==> config.mk <==
export PLATFORM = sky130hd
export DESIGN_NAME = key_event_arbiter
export DESIGN_NICKNAME = d
export VERILOG_FILES = /design/src/rtl/key_event_pkg.sv /design/src/rtl/key_edge_sync.sv /design/src/rtl/key_event_arbiter.sv
export SDC_FILE = /design/constraint.sdc
export NUM_CORES = 1
export LEC_CHECK = 0
export ABC_CLOCK_PERIOD_IN_PS = 2500
export BUFFER_PORTS_ARGS = -buffer_cell sky130_fd_sc_hd__buf_2
export CAP_MARGIN = 25
export CORE_ASPECT_RATIO = 1.5
export CORE_MARGIN = 1
export CORE_UTILIZATION = 51
export DETAILED_ROUTE_END_ITERATION = 8
export GPL_ROUTABILITY_DRIVEN = 0
export HOLD_SLACK_MARGIN = 0.06
export PLACE_DENSITY_LB_ADDON = 0.3
export SLEW_MARGIN = 20
export SYNTH_ARGS = -nofsm -noshare
export SYNTH_HDL_FRONTEND = slang
export SYNTH_SLANG_ARGS = --single-unit
export TNS_END_PERCENT = 50
==> constraint.sdc <==
create_clock -name clk -period 2.5 [get_ports clk]
set_input_delay 0.5 -clock clk [delete_from_list [all_inputs] [get_ports clk]]
set_output_delay 0.5 -clock clk [all_outputs]
set_load 0.02 [all_outputs]
==> src/rtl/key_event_pkg.sv <==
// Shared types and constants for the key event arbiter.
// KEY_RELEASE_EVENTS_EN selects press+release events with a two-deep per-key queue.
package key_event_pkg;

   typedef enum logic {
      EV_RELEASE = 1'b0,
      EV_PRESS   = 1'b1
   } ev_type_t;

   typedef struct packed {
      logic [1:0] cnt;
      ev_type_t   first;
   } key_q_t;

   typedef enum logic {
      S_IDLE  = 1'b0,
      S_VALID = 1'b1
   } out_state_t;

`ifdef KEY_RELEASE_EVENTS_EN
   localparam int KEY_Q_DEPTH = 2;
`else
   localparam int KEY_Q_DEPTH = 1;
`endif

endpackage

==> src/rtl/key_edge_sync.sv <==
// Two-flop synchroniser for one raw key, followed by a history flop
// that turns the synchronised level into single-cycle press/release edges.
module key_edge_sync (
   input  logic clk,
   input  logic reset,
   input  logic key,
   output logic press_edge,
   output logic release_edge
);

   logic sync1;
   logic sync2;
   logic prev;

   always_ff @(posedge clk or posedge reset) begin
      if (reset) begin
         sync1 <= 1'b0;
         sync2 <= 1'b0;
         prev  <= 1'b0;
      end else begin
         sync1 <= key;
         sync2 <= sync1;
         prev  <= sync2;
      end
   end

   assign press_edge   = sync2 & ~prev;
   assign release_edge = ~sync2 & prev;

endmodule

==> src/rtl/key_event_arbiter.sv <==
// Serialises key press/release edges from N_KEYS inputs into one valid/ready stream.
// Build option: KEY_RELEASE_EVENTS_EN (release events + queue depth 2); default is presses only.
module key_event_arbiter
   import key_event_pkg::*;
#(
   parameter int N_KEYS = 4,
   parameter int KW     = $clog2(N_KEYS)
) (
   input  logic              clk,
   input  logic              reset,
   input  logic [N_KEYS-1:0] keys,
   output logic              ev_valid,
   output logic [KW-1:0]     ev_key,
   output logic              ev_press,
   input  logic              ev_ready,
   output logic              overflow
);

   logic [N_KEYS-1:0] press_edge;
   logic [N_KEYS-1:0] release_edge;
   logic [N_KEYS-1:0] new_edge;
   key_q_t            q    [N_KEYS];
   key_q_t            q_nx [N_KEYS];
   out_state_t        state;
   out_state_t        state_nx;
   logic [KW-1:0]     rr_ptr;
   logic [KW-1:0]     grant;
   logic              any_pending;
   logic              pop;
   logic              ovf_nx;

   for (genvar k = 0; k < N_KEYS; k++) begin : g_sync
      key_edge_sync u_sync (
         .clk          (clk),
         .reset        (reset),
         .key          (keys[k]),
         .press_edge   (press_edge[k]),
         .release_edge (release_edge[k])
      );
   end

`ifdef KEY_RELEASE_EVENTS_EN
   assign new_edge = press_edge | release_edge;
`else
   logic unused_release;
   assign unused_release = ^release_edge;
   assign new_edge       = press_edge;
`endif

   // Walk from rr_ptr+N down to rr_ptr+1 so the nearest key after rr_ptr is written last and wins.
   always_comb begin
      any_pending = 1'b0;
      grant       = '0;
      for (int i = N_KEYS; i >= 1; i--) begin
         if (q[(int'(rr_ptr) + i) % N_KEYS].cnt != 2'd0) begin
            any_pending = 1'b1;
            grant       = KW'((int'(rr_ptr) + i) % N_KEYS);
         end
      end
   end

   always_comb begin
      state_nx = state;
      pop      = 1'b0;
      case (state)
         S_IDLE: begin
            if (any_pending) begin
               pop      = 1'b1;
               state_nx = S_VALID;
            end
         end
         S_VALID: begin
            if (ev_ready) begin
               if (any_pending) pop = 1'b1;
               else             state_nx = S_IDLE;
            end
         end
         default: state_nx = S_IDLE;
      endcase
   end

   // Pop is applied before the enqueue so a same-cycle edge sees the post-pop count.
   always_comb begin
      ovf_nx = overflow;
      for (int k = 0; k < N_KEYS; k++) begin
         q_nx[k] = q[k];
         if (pop && (grant == KW'(k))) begin
            q_nx[k].cnt   = q[k].cnt - 2'd1;
            q_nx[k].first = ev_type_t'(~q[k].first);
         end
         if (new_edge[k]) begin
            if (q_nx[k].cnt == 2'd0) begin
               q_nx[k].cnt   = 2'd1;
               q_nx[k].first = ev_type_t'(press_edge[k]);
            end else if (q_nx[k].cnt < 2'(KEY_Q_DEPTH)) begin
               q_nx[k].cnt = q_nx[k].cnt + 2'd1;
            end else begin
`ifdef KEY_RELEASE_EVENTS_EN
               q_nx[k].cnt = q_nx[k].cnt - 2'd1;
`endif
               ovf_nx = 1'b1;
            end
         end
      end
   end

   always_ff @(posedge clk or posedge reset) begin
      if (reset) begin
         state    <= S_IDLE;
         ev_key   <= '0;
         rr_ptr   <= KW'(N_KEYS - 1);
         overflow <= 1'b0;
         for (int k = 0; k < N_KEYS; k++) q[k] <= '0;
      end else begin
         state    <= state_nx;
         overflow <= ovf_nx;
         for (int k = 0; k < N_KEYS; k++) q[k] <= q_nx[k];
         if (pop) begin
            ev_key <= grant;
            rr_ptr <= grant;
         end
      end
   end

`ifdef KEY_RELEASE_EVENTS_EN
   always_ff @(posedge clk or posedge reset) begin
      if (reset)    ev_press <= 1'b0;
      else if (pop) ev_press <= q[grant].first;
   end
`else
   assign ev_press = 1'b1;
`endif

   assign ev_valid = (state == S_VALID);

endmodule

# Word-level counts from Yosys, hierarchy flattened

Cells that the tools add are included.

Bitwise logic cells: 21
$lt $le $gt $ge: 8
Multiplexer cells: 57
Eq/ne operators: 3
Reductions and logical operators: 17
Add/sub/neg operators: 12

Operator list:

| kind                                                                                 | count |
|---|---|
| 32-bit by 3-bit greater-or-equal comparator with 1-bit output, second input constant | 4 |
| 32-bit NOT                                                                           | 4 |
| 3-bit two-way mux                                                                    | 16 |
| 3-bit binary-select mux with 2-bit select                                            | 4 |
| 2-bit two-way mux                                                                    | 12 |
| 1-bit two-way mux                                                                    | 23 |
| 2-bit by 1-bit adder with 2-bit output, second input constant                        | 6 |
| 2-bit logical NOT                                                                    | 5 |
| 1-bit NOT                                                                            | 9 |
| 2-bit by 1-bit less-than comparator with 1-bit output, second input constant         | 4 |
| 2-bit nonzero test                                                                   | 4 |
| 2-bit OR reduction                                                                   | 4 |
| 2-bit by 1-bit subtractor with 2-bit output, second input constant                   | 4 |
| 2-bit adder, second input constant                                                   | 2 |
| 1-bit bitwise AND                                                                    | 4 |
| 1-bit bitwise AND, first input constant                                              | 4 |
| 2-bit equality test, second input constant                                           | 2 |
| 1-bit logical AND                                                                    | 4 |
| 1-bit one-hot mux with 2 select lines                                                | 2 |
| 2-bit by 1-bit equality test with 1-bit output, second input constant                | 1 |

Bits of input ports: 7
Logic and storage cells: 142
Output and inout bits: 5
Bits in registers: 30

# Logic depth before layout (Yosys ltp)

Gate-level depths: netlist of run 1.

Word-level depth: 30
Gate-level depth with buffers: 11
Depth with buffers taken out: 11

# By module

Synthesis of run 1 repeated with hierarchy kept, for this count alone.

Cell total of the unflattened synthesis: 133
Area, all modules: 1410.1 um^2

By module, submodules not included:

| module            | area each (um^2) | times used | sequential area each (um^2) | cells each |
|---|---|---|---|---|
| key_event_arbiter | 1034.7           | 1          | 352.8                       | 109 |
| key_edge_sync     | 93.8             | 4          | 75.1                        | 6 |

# Worst setup path after synthesis of run 1

OpenSTA, ideal clock, no wires.

Kind: register to register
Start: register, netlist name q[1]
End: register overflow
Required time: 2.358 ns
Clock period less this slack: 2.646 ns
Path buffers: 0
Cell stages (with the launch flop): 12
Path slack: -0.146 ns
Setup time: 0.142 ns
Arrival time: 2.504 ns
Path through: dfrtp_1 -> nor4_1 -> a32oi_1 -> a21bo_2 -> or3_1 -> and2_1 -> ha_1 -> nor4b_1 -> nor4_1 -> nand3b_1 -> o31ai_1 -> a21oi_1

Longest elaborated chain between the ends: 26
Elaborated cells on any way between the ends: 60
Classes of those cells: 1 x add/sub; 4 x order compare; 3 x eq/ne; 39 x mux; 13 x reduce/logical

Ends and longest elaborated chain:

| what                                                 | line                                             | RTL |
|---|---|---|
| 3-bit binary-select mux with 2-bit select            | key_event_arbiter.sv:55                          | `if (q[(int'(rr_ptr) + i) % N_KEYS].cnt != 2'd0) begin` |
| 3-bit two-way mux (not written as such) (2 in a row) | key_event_arbiter.sv:55                          |  |
| 2-bit nonzero test                                   | key_event_arbiter.sv:55                          |  |
| 1-bit two-way mux (4 in a row)                       | key_event_arbiter.sv:55                          |  |
| 1-bit two-way mux                                    | key_event_arbiter.sv:67, key_event_arbiter.sv:74 |  |
| 1-bit two-way mux                                    | key_event_arbiter.sv:73                          | `if (ev_ready) begin` |
| 1-bit one-hot mux with 2 select lines                | key_event_arbiter.sv:65                          | `case (state)` |
| 1-bit logical AND                                    | key_event_arbiter.sv:87                          | `if (pop && (grant == KW'(k))) begin` |
| (+7 left out)                                        | --                                               |  |
| 1-bit two-way mux                                    | key_event_arbiter.sv:91                          | `if (new_edge[k]) begin` |
| 1-bit two-way mux                                    | key_event_arbiter.sv:95                          | `end else if (q_nx[k].cnt < 2'(KEY_Q_DEPTH)) begin` |
| 1-bit two-way mux                                    | key_event_arbiter.sv:92                          | `if (q_nx[k].cnt == 2'd0) begin` |
| 1-bit two-way mux                                    | key_event_arbiter.sv:91                          |  |
| 1-bit two-way mux                                    | key_event_arbiter.sv:95                          |  |
| 1-bit two-way mux                                    | key_event_arbiter.sv:92                          |  |
| 1-bit two-way mux (*)                                | key_event_arbiter.sv:91                          |  |
| net ovf_nx                                           | key_event_arbiter.sv:30                          | `logic ovf_nx;` |
| end signal, assigned                                 | key_event_arbiter.sv:116                         | `overflow <= ovf_nx;` |
| end, declared                                        | key_event_arbiter.sv:16                          | `output logic overflow` |

Mark *: on every way through the listed nets, which the timed path passes. The rest lies on a longest branch. The select of a mux whose other input is x is not followed.
A chain may end at the register's enable or synchronous reset.

# Worst setup path after layout of run 1

Start: register rr_ptr[1]
End: register overflow

Longest elaborated chain between the ends: 28
Elaborated cells on any way between the ends: 67
Classes of those cells: 4 x add/sub; 4 x order compare; 3 x eq/ne; 39 x mux; 4 x bitwise; 13 x reduce/logical

Ends and longest elaborated chain:

| what                                                 | line                                             | RTL |
|---|---|---|
| start, declared                                      | key_event_arbiter.sv:26                          | `logic [KW-1:0] rr_ptr;` |
| start signal, assigned                               | key_event_arbiter.sv:111                         | `rr_ptr <= KW'(N_KEYS - 1);` |
| start signal, assigned                               | key_event_arbiter.sv:120                         | `rr_ptr <= grant;` |
| 2-bit by 1-bit adder with 2-bit output               | key_event_arbiter.sv:55, key_event_arbiter.sv:57 |  |
| 32-bit NOT (not written as such)                     | key_event_arbiter.sv:55                          |  |
| 3-bit binary-select mux with 2-bit select            | key_event_arbiter.sv:55                          |  |
| 3-bit two-way mux (not written as such) (2 in a row) | key_event_arbiter.sv:55                          |  |
| 2-bit nonzero test                                   | key_event_arbiter.sv:55                          |  |
| 1-bit two-way mux (4 in a row)                       | key_event_arbiter.sv:55                          |  |
| 1-bit two-way mux                                    | key_event_arbiter.sv:67, key_event_arbiter.sv:74 |  |
| 1-bit two-way mux                                    | key_event_arbiter.sv:73                          |  |
| (+9 left out)                                        | --                                               |  |
| 1-bit two-way mux                                    | key_event_arbiter.sv:91                          |  |
| 1-bit two-way mux                                    | key_event_arbiter.sv:95                          |  |
| 1-bit two-way mux                                    | key_event_arbiter.sv:92                          |  |
| 1-bit two-way mux                                    | key_event_arbiter.sv:91                          |  |
| 1-bit two-way mux                                    | key_event_arbiter.sv:95                          |  |
| 1-bit two-way mux                                    | key_event_arbiter.sv:92                          |  |
| 1-bit two-way mux (*)                                | key_event_arbiter.sv:91                          |  |
| net ovf_nx                                           | key_event_arbiter.sv:30                          |  |

Marks and branches as above.

==> run_results.csv, run 1 <==
group,metric,value,unit
global_route,grt_pass1_wl,5092,um
setup_path,cp-endpoint,"overflow",
global_route,antenna_found_initial,0,
setup_path,critPathRequiredTime,2.75,ns
power,power.total,2.432,mW
logic_synthesis,avgSynthCellArea,10.36,um^2
route,drc,0,
setup_path,worstSetupStartpointType,"flip-flop",
outcome,outcome,"finished with violations",
setup_path,critPathMaxStageDelay,0.60,ns
layout,fin_util,83.17,%
min_path,hold_path.class,"input pin to async pin",
global_route,grt_use_met1,28.63,%
route,postRouteAntennaNets,0,
placed_design,hpwl,2191,um
setup_path,rr_worst_depth,11,
route,routed_wl,3298,um
clocking,cts.sinks,26,
route,drt_first_pass_iters,4,
global_route,gr-max-usage-layer,"met2",
power,p_leak,0.8259,nW
sta,hold_violations,0,
sta,worst_pin_slew,0.5736,ns
logic_synthesis,yosysSeqAreaShare,50.83,%
global_route,grt_usage,24.64,%
clocking,cts_hold_buf,0,
floorplan,die_h,63.48,um
power,ir_drop,0.0008286,V
clocking,clkTransAtPathRegs,0.14,ns
setup_path,critPathLaunch,"rr_ptr[1]",
logic_synthesis,synth_warnings,0,
logic_synthesis,synth_flop_cell,"dfrtp_1",
logic_synthesis,ys_ff_latch,26,
setup_path,reg2reg_to,"overflow",
sta,fin_crit_sh,116.1,%
route,viasPerCell,5.697,
setup_path,r2r_slack,-0.40,ns
placed_design,portBuffers,10,
setup_path,timing.critical_path.slowest_stage_cell,"dfstp_2",
global_route,grtUsageMet2,44.13,%
sta,layout_setup_ws,-0.4032,ns
logic_synthesis,synthCells,124,
floorplan,start_util,55.57,%
layout,final_cell_count_no_fill,198,
global_route,gr-total-overflow,0,
power,power_density,1264,nW/um^2
sta,tns,-0.7471,ns
placed_design,place_inst,188,
layout,area_delta_synth_final,49.66,%
sta,setup_violations,4,
logic_synthesis,synth_nets,140,
global_route,use_met3,3.438,%
clocking,cts_tree,"yes",
sta,whs,0.2024,ns
layout,diodes,0,
setup_path,crit_fanout,5,
logic_synthesis,netlist_area,1285,um^2
sta,slew_violations,0,
route,wl_per_cell,16.66,um
sta,max_clock_freq,344.5,MHz
logic_synthesis,ys_types,34,
floorplan,design.die.area,2728,um^2
sta,rsz0062_at_grt,"yes",
sta,min_period,2.903,ns
global_route,grt_pass1_vias,1156,
logic_synthesis,synth-async-reset-ratio,100.0,%
layout,fillers,121,
clocking,numCtsBuffers,3,
layout,layout-drive-gt1-share,51.43,%
setup_path,r2r-start,"rr_ptr[1]",
floorplan,fp-row-count,21,
clocking,insertion_delay,0.33,ns
sta,fin_skew,0.01257,ns
clocking,cts-root-buf,"clkbuf_4",
setup_path,critPathCaptureType,"flip-flop",
route,drt-initial-drc-count,28,
clocking,ctsHtreeMaxLevel,1,
setup_path,crit_arrival,3.16,ns
layout,nNetsFinal,192,
outcome,failed_checks,"setup timing",
global_route,grt_max_degree,16,
setup_path,path_class,"flip-flop to flip-flop",
sta,maxSlewHeadroom,61.72,%
floorplan,core,2312,um^2
logic_synthesis,synth_edf_count,0,
floorplan,fp.dieW,42.99,um
flow_run,cap_violations,0,
clocking,clock_path_buffers,2,
layout,final_cell_mix,"buf_4 (37), dfrtp_1 (21), nor2_1 (16)",
setup_path,cp_cell_sequence,"o21a_1, o32ai_2, a221o_2, or3_1, and2_4, ha_4, nor4b_4, nor4_4, nand3b_1, o31ai_2, a21oi_1",
layout,layout_commonest_cell,"buf_4",
route,vias,1128,
floorplan,io_pins,12,
[cell families (layout without fill, tap and decap cells)]
logic type / after synthesis / in the layout / synth area share (%)
AOI/OAI and AO/OA: 27 / 27 / 16.17
adders and majority gates: 9 / 9 / 8.764
buffers and inverters: 10 / 61 / 3.213
DFF: 26 / 26 / 50.83
other: 1 / 1 / 0.2918
and+or+nand+nor: 51 / 51 / 20.74
[worst min path at each step]
stage / from / end / depth (start not counted)
2_1_floorplan: g_sync[0].u_sync.sync1 / g_sync[0].u_sync.sync2 / 0
3_3_place_gp: g_sync[1].u_sync.sync1 / g_sync[1].u_sync.sync2 / 0
3_5_place_dp: g_sync[0].u_sync.sync1 / g_sync[0].u_sync.sync2 / 0
4_1_cts: reset / q[1] / 2
5_1_grt: reset / q[5] / 2
6_report: reset / q[5] / 2
[report_power, final]
group	internal, mW	switching [mW]	leakage, nW
sequential	0.518	0.105	0.294
clock	0.0892	0.123	0.0210
combinational	0.823	0.774	0.511
[cell usage after synthesis, drive strengths merged, types with 2 or more instances]
cell / n / area share, %
o21ai: 6 / 2.3
nor3: 3 / 1.2
a31oi: 3 / 1.5
nand2b: 6 / 2.9
ha: 9 / 8.8
inv: 9 / 2.6
nand3: 2 / 0.78
nor4b: 3 / 2.0
nand2: 6 / 1.8
dfstp: 2 / 4.1
nand3b: 3 / 1.8
o22ai: 2 / 0.97
a21oi: 2 / 0.78
o31ai: 4 / 3.5
nor2: 18 / 5.5
dfrtp: 24 / 47
nor4: 2 / 0.97
or3: 4 / 1.9
and2: 4 / 1.9
[layer usage]
metal,wire (um),vias to the layer above
met3,68,12
met5,0,-
met2,1845,22
li1,-,539
met1,1288,555
met4,95,0
[repair_timing]
action,CTS,global route
buffers inserted,4,2
pin swaps,9,12
cloned,0,0
gates resized for setup,20,18
endpoints found under the setup margin,3,6
[stage by stage]
| step | setup WS [ns] | area, um^2 |
|---|---|---|
| 2_1_floorplan | -0.1056 | 1318 |
| 3_3_place_gp | -0.2477 | 1629 |
| 3_5_place_dp | -0.4365 | 1629 |
| 4_1_cts | -0.2629 | 1819 |
| 5_1_grt | -0.4783 | 1923 |
| 6_report | -0.4032 | 1923 |
[final cells by class]
class | count | area, um^2 | area share, %
multi-input combinational | 88 | 828.3 | 43.07
timing repair buffer | 48 | 339.1 | 17.63
clock buffer | 4 | 36.28 | 1.887
inverter | 9 | 33.78 | 1.757
sequential | 26 | 656.9 | 34.16
tap | 23 | 28.78 | 1.496
[worst max-delay path, delay by kind of cell, from the launching register on]
kind | cells | cell delay, ns
AO/OA/AOI/OAI | 5 | 0.91
AND/OR/NAND/NOR | 5 | 1.16
flip-flops | 1 | 0.60
adder cells (fa/ha/maj) | 1 | 0.17
[flip-flops by register name (all words and copies together) (netlist names)]
signal               count
ev_valid                 1
g_sync.u_sync.sync2      4
g_sync.u_sync.sync1      4
q                        8
g_sync.u_sync.prev       4
overflow                 1
rr_ptr                   2
ev_key                   2
No activity file was read; power rests on OpenSTA's default activity.
==> inputs of run 2 (changes only) <==
--- a/config.mk
+++ b/config.mk
@@ -15,6 +15,7 @@
 export GPL_ROUTABILITY_DRIVEN = 0
 export HOLD_SLACK_MARGIN = 0.06
 export PLACE_DENSITY_LB_ADDON = 0.3
+export REMOVE_ABC_BUFFERS = 1
 export SLEW_MARGIN = 20
 export SYNTH_ARGS = -nofsm -noshare
 export SYNTH_HDL_FRONTEND = slang
==> run 2 against run 1 <==
  * The run still ends with setup timing left
  * Register-to-register slack gained 0.05 ns
  * Final cell count shrank 2.5%
  * Sequential share of layout area grew 2.1 points
  * Clock-buffer cell count is the same
  * Highest routed layer unchanged
  * Critical path depth is the same
  * Combinational power shrank 11%
  * Critical endpoint unchanged
  * Maximum frequency grew 1.7%
  * Sequential power shrank 5.3%
  * Worst setup slack gained 0.048 ns
  * First-iteration DRC count grew 7.1%
  * Via count is essentially flat
  * Clock power shrank 2%
==> run_results.csv, run 2 (synthesized netlist as in run 1, its figures left out) <==
group,metric,value,unit
outcome,outcome,"finished with violations",
outcome,failed_checks,"setup timing",
route,drt-initial-drc-count,30,
layout,seqCellArea,653.1,um^2
route,drt_first_pass_iters,4,
power,ir_drop,0.0006611,V
power,p_leak,0.8038,nW
sta,max_clock_freq,350.2,MHz
sta,worst_pin_slew,0.5192,ns
route,viasPerCell,5.850,
sta,maxSlewHeadroom,65.28,%
route,drc,0,
setup_path,critPathRequiredTime,2.74,ns
placed_design,placedInstanceArea,1589,um^2
clocking,cts.sinks,26,
global_route,grt_usage,23.56,%
clocking,ctsHtreeMaxLevel,1,
layout,layout_commonest_cell,"buf_4",
setup_path,r2r_slack,-0.36,ns
power,power_density,1233,nW/um^2
sta,fin_crit_sh,114.2,%
sta,tns,-0.4839,ns
layout,final_cell_count_no_fill,193,
setup_path,worstSetupStartpointType,"flip-flop",
floorplan,start_util,55.57,%
sta,whs,0.2019,ns
layout,multiInputGateArea,752.0,um^2
route,wl_per_cell,15.35,um
layout,regMostFlops,"q",
route,postRouteAntennaNets,0,
clocking,clkTransAtPathRegs,0.14,ns
sta,slew_violations,0,
floorplan,die_h,63.48,um
floorplan,fp.dieW,42.99,um
setup_path,crit_arrival,3.10,ns
clocking,insertion_delay,0.31,ns
placed_design,place_inst,187,
flow_run,cap_violations,0,
floorplan,io_pins,12,
clocking,clock_path_buffers,2,
setup_path,path_class,"flip-flop to flip-flop",
layout,fin_util,77.92,%
global_route,grt_pass1_vias,1190,
placed_design,hpwl,2047,um
route,routed_wl,2963,um
setup_path,reg2reg_to,"overflow",
placed_design,pre_cts_ws,-0.4159,ns
layout,layout-drive-gt1-share,44.71,%
sta,rsz0062_at_grt,"yes",
global_route,grt_pass1_wl,4995,um
floorplan,fp-row-count,21,
power,power.total,2.222,mW
clocking,cts-root-buf,"clkbuf_4",
placed_design,portBuffers,10,
sta,hold_violations,0,
layout,diodes,0,
route,vias,1129,
clocking,numCtsBuffers,3,
layout,fillers,157,
sta,layout_setup_ws,-0.3553,ns
floorplan,design.die.area,2728,um^2
setup_path,rr_worst_depth,11,
min_path,hold_path.class,"input pin to async pin",
layout,nNetsFinal,187,
layout,largest_reg_flops,8,
global_route,grt_max_degree,27,
global_route,gr-total-overflow,0,
layout,area_delta_synth_final,40.21,%
floorplan,core,2312,um^2
setup_path,crit_fanout,6,
setup_path,critPathCaptureType,"flip-flop",
sta,setup_violations,2,
sta,min_period,2.855,ns
sta,fin_skew,0.004821,ns
layout,final_cell_mix,"buf_4 (33), dfrtp_1 (24), nor2_1 (16)",
setup_path,r2r-start,"rr_ptr[1]",
layout,design_area,1802,um^2
clocking,cts_tree,"yes",
global_route,antenna_found_initial,0,
-- run 2: changes by cell type in the layout (fill, tap and decap cells not counted), sizes merged --
cell | previous run | this run
buf | 48 | 43
-- run 2: final cells by class --
class / instances / area share, %
Multi-Input combinational cell: 88 / 41.74
Sequential cell: 26 / 36.25
Timing Repair Buffer: 43 / 16.53
Clock buffer: 4 / 2.014
Inverter: 9 / 1.875
Tap cell: 23 / 1.597
-- run 2: critical path, stage by stage, from the launching register on --
cell and delay (ns):
dfstp_2 0.57, o21a_1 0.14, o32ai_1 0.12, a221o_2 0.44
or3_4 0.41, and2_4 0.16, ha_1 0.23, nor4b_4 0.32
nor4_4 0.07, nand3b_1 0.12, o31ai_2 0.06, a21oi_1 0.13
-- run 2: worst max-delay path by stage --
stage | start | end | slack (ns) | cells after the start
2_1_floorplan | q[1] | overflow | -0.15 | 11
3_5_place_dp | rr_ptr[1] | overflow | -0.42 | 10
3_3_place_gp | rr_ptr[1] | overflow | -0.30 | 11
6_report | rr_ptr[1] | overflow | -0.36 | 11
4_1_cts | q[1] | overflow | -0.33 | 12
5_1_grt | rr_ptr[1] | overflow | -0.43 | 11
-- run 2: where the power goes --
part | total [mW] | switching, mW | internal [mW]
sequential | 0.590 | 0.0734 | 0.516
clock | 0.208 | 0.119 | 0.0890
combinational | 1.42 | 0.712 | 0.713
total | 2.22 | 0.904 | 1.32
-- run 2: repair_timing --
action	4_1_cts	5_1_grt
setup buffers	1	1
gates resized for setup	11	19
hold buffers	0	0
hold endpoints to repair	0	0
pin swaps	4	5
endpoints found under the setup margin	2	6
-- run 2: metal layers --
layer / global-route usage (%) / vias to the layer above / routed length, um
met5: 0 / - / 0
met4: 9.470 / 0 / 78
met3: 1.719 / 8 / 105
met2: 42.99 / 30 / 1574
met1: 27.60 / 555 / 1205
li1: - / 536 / -
